## src/rtl/bus_arbiter.sv

```systemverilog
// Round-robin bus arbiter: one grant at a time, held until completion or abandon, then a dead TURN cycle.
// Optional forced release on a stalled transfer is built only when ARB_TIMEOUT_EN is defined.
module bus_arbiter #(
    parameter int N_MASTERS = 3,
    parameter int TIMEOUT   = 255,
    parameter int CNT_W     = 8
) (
    input  logic                         clk,
    input  logic                         rst_n,
    input  logic [N_MASTERS-1:0]         m_req,
    input  logic [N_MASTERS-1:0]         m_last,
    input  logic                         ready,
    output logic [N_MASTERS-1:0]         grant,
    output logic [$clog2(N_MASTERS)-1:0] grant_id,
    output logic                         bus_busy,
    output logic                         timeout_err
);

    localparam int ID_W = $clog2(N_MASTERS);
    localparam logic [N_MASTERS-1:0] ONE_HOT0 = {{(N_MASTERS-1){1'b0}}, 1'b1};
    localparam logic [ID_W-1:0]      LAST_ID  = ID_W'(N_MASTERS - 1);

    typedef enum logic [1:0] {
        ST_IDLE = 2'd0,
        ST_BUSY = 2'd1,
        ST_TURN = 2'd2
    } state_t;

    if ((N_MASTERS < 2) || (TIMEOUT < 1) || (TIMEOUT >= (1 << CNT_W))) begin : g_cfg_err
        $error("bus_arbiter: invalid N_MASTERS/TIMEOUT/CNT_W combination");
    end

    state_t                state_q;
    logic [N_MASTERS-1:0]  grant_q;
    logic [ID_W-1:0]       grant_id_q;
    logic                  busy_q;
    logic [ID_W-1:0]       rr_ptr_q;
    logic [ID_W-1:0]       grant_id_d;
    logic                  req_hit_d;
    logic [ID_W-1:0]       scan_idx_d;
    logic                  release_d;

`ifdef ARB_TIMEOUT_EN
    logic [CNT_W-1:0]      cnt_q;
    logic                  timeout_err_q;
`endif

    // Winner search: first requester after rr_ptr, wrapping, so the last served master goes last.
    always_comb begin
        grant_id_d = rr_ptr_q;
        req_hit_d  = 1'b0;
        scan_idx_d = rr_ptr_q;
        for (int i = 0; i < N_MASTERS; i++) begin
            if (scan_idx_d == LAST_ID) begin
                scan_idx_d = '0;
            end else begin
                scan_idx_d = scan_idx_d + ID_W'(1);
            end
            if (!req_hit_d && m_req[scan_idx_d]) begin
                req_hit_d  = 1'b1;
                grant_id_d = scan_idx_d;
            end else begin
                req_hit_d  = req_hit_d;
            end
        end
    end

    // Completion takes precedence over abandon and timeout; both release without error.
    always_comb begin
        release_d = (ready && m_last[grant_id_q]) || !m_req[grant_id_q];
    end

    // Arbitration FSM with registered grant outputs.
    always_ff @(posedge clk or negedge rst_n) begin
        if (!rst_n) begin
            state_q       <= ST_IDLE;
            grant_q       <= '0;
            grant_id_q    <= '0;
            busy_q        <= 1'b0;
            rr_ptr_q      <= LAST_ID;
`ifdef ARB_TIMEOUT_EN
            cnt_q         <= '0;
            timeout_err_q <= 1'b0;
`endif
        end else begin
`ifdef ARB_TIMEOUT_EN
            timeout_err_q <= 1'b0;
`endif
            case (state_q)
                ST_IDLE: begin
                    if (req_hit_d) begin
                        grant_q    <= ONE_HOT0 << grant_id_d;
                        grant_id_q <= grant_id_d;
                        busy_q     <= 1'b1;
                        rr_ptr_q   <= grant_id_d;
                        state_q    <= ST_BUSY;
`ifdef ARB_TIMEOUT_EN
                        cnt_q      <= '0;
`endif
                    end else begin
                        state_q    <= ST_IDLE;
                    end
                end
                ST_BUSY: begin
                    if (release_d) begin
                        grant_q <= '0;
                        busy_q  <= 1'b0;
                        state_q <= ST_TURN;
`ifdef ARB_TIMEOUT_EN
                    end else if (!ready && (cnt_q == CNT_W'(TIMEOUT))) begin
                        // rr_ptr already holds the stalled master, leaving it lowest priority.
                        grant_q       <= '0;
                        busy_q        <= 1'b0;
                        timeout_err_q <= 1'b1;
                        state_q       <= ST_TURN;
                    end else if (!ready) begin
                        cnt_q <= (cnt_q == CNT_W'(TIMEOUT)) ? cnt_q : cnt_q + CNT_W'(1);
                    end else begin
                        cnt_q <= '0;
`else
                    end else begin
                        state_q <= ST_BUSY;
`endif
                    end
                end
                ST_TURN: begin
                    state_q <= ST_IDLE;
                end
                default: begin
                    grant_q <= '0;
                    busy_q  <= 1'b0;
                    state_q <= ST_IDLE;
                end
            endcase
        end
    end

    assign grant    = grant_q;
    assign grant_id = grant_id_q;
    assign bus_busy = busy_q;

`ifdef ARB_TIMEOUT_EN
    assign timeout_err = timeout_err_q;
`else
    assign timeout_err = 1'b0;
`endif

endmodule

```

## config.mk

```make
export PLATFORM = sky130hd
export DESIGN_NAME = bus_arbiter
export DESIGN_NICKNAME = d
export VERILOG_FILES = /design/src/rtl/bus_arbiter.sv
export SDC_FILE = /design/constraint.sdc
export NUM_CORES = 1
export LEC_CHECK = 0
export ABC_AREA = 0
export CAP_MARGIN = 5
export CORE_MARGIN = 4
export CORE_UTILIZATION = 40
export DETAILED_ROUTE_END_ITERATION = 7
export PLACE_DENSITY = 0.71
export SYNTH_ARGS = -nofsm -noshare
export SYNTH_HDL_FRONTEND = slang
export SYNTH_SLANG_ARGS = --single-unit
export TNS_END_PERCENT = 5
```

## constraint.sdc

```tcl
create_clock -name clk -period 2.8 [get_ports clk]
set_clock_uncertainty 0.05 [all_clocks]
set_input_delay 0.56 -clock clk [delete_from_list [all_inputs] [get_ports clk]]
set_output_delay 0.56 -clock clk [all_outputs]
set_load 0.01 [all_outputs]
```

### Yosys cells after proc, flatten, opt, wreduce, memory -nomap -nowiden

Index checks and enable logic that the tools add are counted.

| storage, ports and cells | value |
|---|---|
| register bits after elaboration | 10 |
| input bits | 9 |
| word-level logic and storage cells | 59 |

| operators by class | value |
|---|---|
| mux-type cells | 28 |
| shift operators | 1 |
| reductions and logical operators | 10 |
| magnitude comparators | 4 |
| equality and inequality tests | 7 |
| bitwise logic cells | 1 |
| add/sub/neg operators | 3 |

Operators by type and width:

| operator | count |
|---|---|
| $mux 2 | 7 |
| $lt 2x3->1 const B | 4 |
| $mux 1 | 11 |
| $bmux 1 s2 | 5 |
| $pmux 3 s3 | 1 |
| $eq 2x2->1 const B | 4 |
| $add 2x1->2 const B | 3 |
| $mux 3 | 2 |
| $ne 2x2->1 const B | 2 |
| $pmux 2 s2 | 1 |
| $logic_and 1x1->1 | 3 |
| $logic_not 1->1 | 3 |
| $pmux 1 s3 | 1 |
| $reduce_and 3->1 | 1 |
| $shl 1x2->3 const A | 1 |
| $eq 2x1->1 const B | 1 |
| $logic_not 2->1 | 1 |
| $reduce_and 2->1 | 1 |
| $logic_or 1x1->1 | 1 |
| $not 1->1 | 1 |

### Logic depth before layout (Yosys ltp)

| logic depth | value |
|---|---|
| word-level depth | 14 |
| depth in mapped cells | 5 |

### Worst setup path before layout

OpenSTA, ideal clock, no wires.

| path | value |
|---|---|
| kind | in2reg |
| start | in m_last[0] |
| end | reg busy_q, in the netlist bus_busy |
| buffers on the path | 0 |
| required time | 2.673 ns |
| stages | 4 |
| arrival | 1.434 ns |
| slack | 1.238 ns |
| library setup time | 0.077 ns |
| cells stage by stage | mux2_4 a2111oi_4 a31oi_2 a21oi_1 |

| between the ends | value |
|---|---|
| word-level cells in the longest chain between the ends | 6 |

Ends and longest elaborated chain:

| item | line | text |
|---|---|---|
| from (decl) | 11 | `input logic [N_MASTERS-1:0] m_last,` |
| $bmux 1 s2 | 70 | `release_d = (ready && m_last[grant_id_q]) \|\| !m_req[grant_id_q];` |
| $mux 1 (implied by the code) | 70 |  |
| $logic_and 1x1->1 | 70 |  |
| $logic_or 1x1->1 | 70 |  |
| $ne 2x2->1 (no line) | -- |  |
| $reduce_and 3->1 (no line) | -- |  |
| to (signal assigned) | 79 | `busy_q <= 1'b0;` |
| to (signal assigned) | 94 | `busy_q <= 1'b1;` |
| to (signal assigned) | 107 | `busy_q <= 1'b0;` |
| to (decl) | 36 | `logic busy_q;` |

Every way passes these cells. The select of a mux whose other input is x is not followed.
A chain may end at the register's enable or synchronous reset.

### Worst setup path in the final report

| path | value |
|---|---|
| start | reg grant_id_q[0], in the netlist grant_id[0] |
| end | out grant_id[0] |

RTL lines:

| item | line | text |
|---|---|---|
| from (decl) | 35 | `logic [ID_W-1:0] grant_id_q;` |
| from (signal assigned) | 93 | `grant_id_q <= grant_id_d;` |
| to (decl) | 14 | `output logic [$clog2(N_MASTERS)-1:0] grant_id,` |

No word-level cell between the ends.

==> summary.md <==
| Metric | Value |
|---|---|
| Status | `completed` |
| CP max stage delay | `approximately 0.61 ns` |
| Die width | `~45 µm` |
| Mapped Area | `between 500 and 600 µm²` |
| Clock Tree Root | `clkbuf_4` |
| FMAX | `0.5041 GHz` |
| Synth unique cells | `30` |
| Worst reg2reg startpoint | `grant_id[0]$_DFFE_PN0P_` |
| Fill cells | `between 100 and 150` |
| Initial antenna violation count | `0` |
| Crit path kind | `reg2out` |
| Hold-critical path depth | `2` |
| CP cell instances | `clkdlybuf4s50_1` |
| Worst-margin pin slew | `between 0.5 and 0.6 ns` |
| Required time of the worst setup path | `around 2.2 ns` |
| DP Area | `680.7 µm²` |
| Post-synth EDFFs | `0` |
| Largest net degree at the start of global routing | `10` |
| Setup crit end kind | `primary output` |
| Max VDD drop | `approximately 520 µV` |
| Via count | `between 400 and 500` |
| Setup-failing EPs final | `0` |
| Max-cap viol count | `0` |
| Share of post-route cells with drive strength above 1 | `about 13%` |
| Die Y | `around 45 µm` |
| Drt wl/cell | `roughly 14 µm` |
| RSZ-0062 raised after global routing | `false` |
| Hold endpoint | `grant[0]$_DFFE_PN0P_` |
| Clk_lat worst skew | `between 0.2 and 0.3 ns` |
| Antenna-violating nets left | `0` |
| Reg2Reg Depth | `4` |
| Syn Nets | `66` |
| H-tree levels | `1` |
| Total gr overflow | `0` |
| Final setup TNS | `0 ns` |
| Clock Sinks | `9` |
| Dpl hpwl | `roughly 970 µm` |
| Family with the most delay on the worst path | `buffers and inverters` |
| Port bufs | `14` |
| Startpoint types | `register` |
| Post-CTS setup buffers | `0` |
| GPL Wtd Cong | `between 0.7 and 0.8` |
| 1st-iter DRT viols | `3` |
| Vias in the first global route | `459` |
| Seq/Total Area, Yosys | `around two fifths` |
| Post-CTS Hold Buffers | `0` |
| Post-CTS sizing | `0` |
| Power per cell area | `around 1000 nW/µm²` |
| Critical hold path startpoint | `grant[0]$_DFFE_PN0P_` |
| Area taken by multi-input logic gates | `~280 µm²` |
| Flip-flop and latch area | `about 230 µm²` |
| CTS tree | `done` |
| Die area | `just over 2000 µm²` |
| Worst hold-check path type | `reg2reg` |
| R2r endpoint | `grant[2]$_DFFE_PN0P_` |
| Global-route wire length before repair | `1952 µm` |
| DRC | `0` |
| Max FO, Critical Path | `8` |
| Pleak | `between 0.2 and 0.3 nW` |
| All-Layer GR Usage | `around 14%` |
| Clock-pin slew on the worst setup and hold paths | `0.05 ns` |
| WL final | `roughly 1200 µm` |
| Final Hold Violating Endpoints | `0` |
| Area grow syn2layout | `28.12%` |
| Worst EP arrival | `1.37 ns` |
| CP bufs+invs | `1` |
| Post-route minimum period | `1.984 ns` |
| Via density | `approximately 5.3` |
| Diode count | `0` |
| R2r setup slk | `around 1.1 ns` |
| Mapped Cells | `57` |
| Final Cell Area | `between 700 and 800 µm²` |
| IO Pins | `16` |
| Flops & latches, synth | `9` |
| Final period util | `a little under three quarters` |
| Cell Rows | `13` |
| Asr flop ratio synth | `100.0%` |
| Max-slew violation count | `0` |
| # nets final | `just over 80` |
| CTS buffer count | `3` |
| Predominant post-synthesis flop cell | `dfrtp_1` |
| Max_slew headroom | `about 66%` |
| Avg Inst Size Synth | `about 9.7 µm²` |
| TritonRoute pass-1 iters | `4` |
| YS warnings | `0` |
| Max Root-Sink Buffers | `2` |
| Core outline area | `1301 µm²` |
| Slowest cell on the critical path | `clkdlybuf4s50_1` |
| Initial Util | `42.40%` |
-- worst max path at each step --
stage                       startpoint                       to  slack [ns]  cells after the start
2_1_floorplan                m_last[0]     bus_busy$_DFFE_PN0P_        1.24                      4
3_3_place_gp                  m_req[2]     bus_busy$_DFFE_PN0P_        0.66                      5
3_5_place_dp                  m_req[2]  grant_id[0]$_DFFE_PN0P_        0.62                      4
4_1_cts        grant_id[0]$_DFFE_PN0P_              grant_id[0]        0.80                      1
5_1_grt                       m_req[1]     grant[0]$_DFFE_PN0P_        0.68                      5
6_report       grant_id[0]$_DFFE_PN0P_              grant_id[0]        0.82                      1
-- cell type report --
| cell class | instances | share of cell area (%) |
|---|---|---|
| Clock buffer | 4 | 3.717 |
| Multi-Input combinational cell | 40 | 39.65 |
| Tap cell | 15 | 2.655 |
| Sequential cell | 9 | 32.04 |
| Timing Repair Buffer | 14 | 19.82 |
| Inverter | 4 | 2.124 |
-- synth_stat cells (2+ instances only) --
master | instances | area, µm²
nor3_1 | 4 | 20.02
dfrtp_1 | 8 | 200.2
buf_4 | 2 | 15.01
inv_1 | 4 | 15.01
nand2_1 | 3 | 11.26
nand2b_1 | 4 | 25.02
a21oi_1 | 4 | 20.02
a211oi_1 | 2 | 15.01
nor2_1 | 3 | 11.26
nand3_1 | 2 | 10.01
o21a_1 | 2 | 15.01
-- through the flow --
| stage | setup WS (ns) | util, % | std cells | hold WS [ns] | power (mW) |
|---|---|---|---|---|---|
| final | 0.8164 | 54.33 | 86 | 0.4734 | 0.7247 |
| after global routing | 0.6830 | 54.33 | 86 | 0.5349 | 0.7826 |
| after CTS | 0.7963 | 54.33 | 86 | 0.4801 | 0.7351 |
| after detailed placement | 0.6250 | 52.31 | 82 | 0.4641 | 0.6348 |
| after global placement | 0.6578 | 52.31 | 82 | 0.4703 | 0.6259 |
| after floorplan | 1.238 | - | 57 | 0.2144 | 0.5128 |
-- per-layer routing --
metal  up-vias  wire [µm]  track usage, %
met5         -          0               0
met4         0         31           12.28
met3         4         48           1.594
met2         8        600           22.03
met1       215        545           16.13
li1        229          -               -
-- registers in the layout, indices dropped and copies added (netlist names) --
signal	cells
bus_busy	1
grant	3
grant_id	2
rr_ptr_q	1
state_q	2
-- tightest hold or removal path: stages (launching register included) --
cell and delay, ns:
dfrtp_1 0.37, inv_1 0.05, o22ai_1 0.06
-- placed cells by master (no fill, tap or decap), types with 2 or more instances in the layout --
cell type and instances:
a211oi_1 2, clkbuf_4 3, clkdlybuf4s50_1 14, nor3_1 4
nand2_1 3, dfrtp_1 8, nand2b_1 4, o21a_1 2
nand3_1 2, nor2_1 3, a21oi_1 4, inv_1 4
-- power by group --
group	leakage, nW	internal, mW	total (mW)	switching (mW)
Combinational	0.153	0.189	0.355	0.165
Clock	0.0150	0.0545	0.0940	0.0395
Sequential	0.111	0.197	0.276	0.0792
Total	0.279	0.441	0.725	0.284
-- cell families after synthesis --
family | share of synthesized area (%)
DFF | 41.04
muxes | 6.575
AOI/OAI and AO/OA | 24.49
buffers and inverters | 8.161
other | 0.6796
and+or+nand+nor | 19.05
No activity file was read; power rests on OpenSTA's default activity.
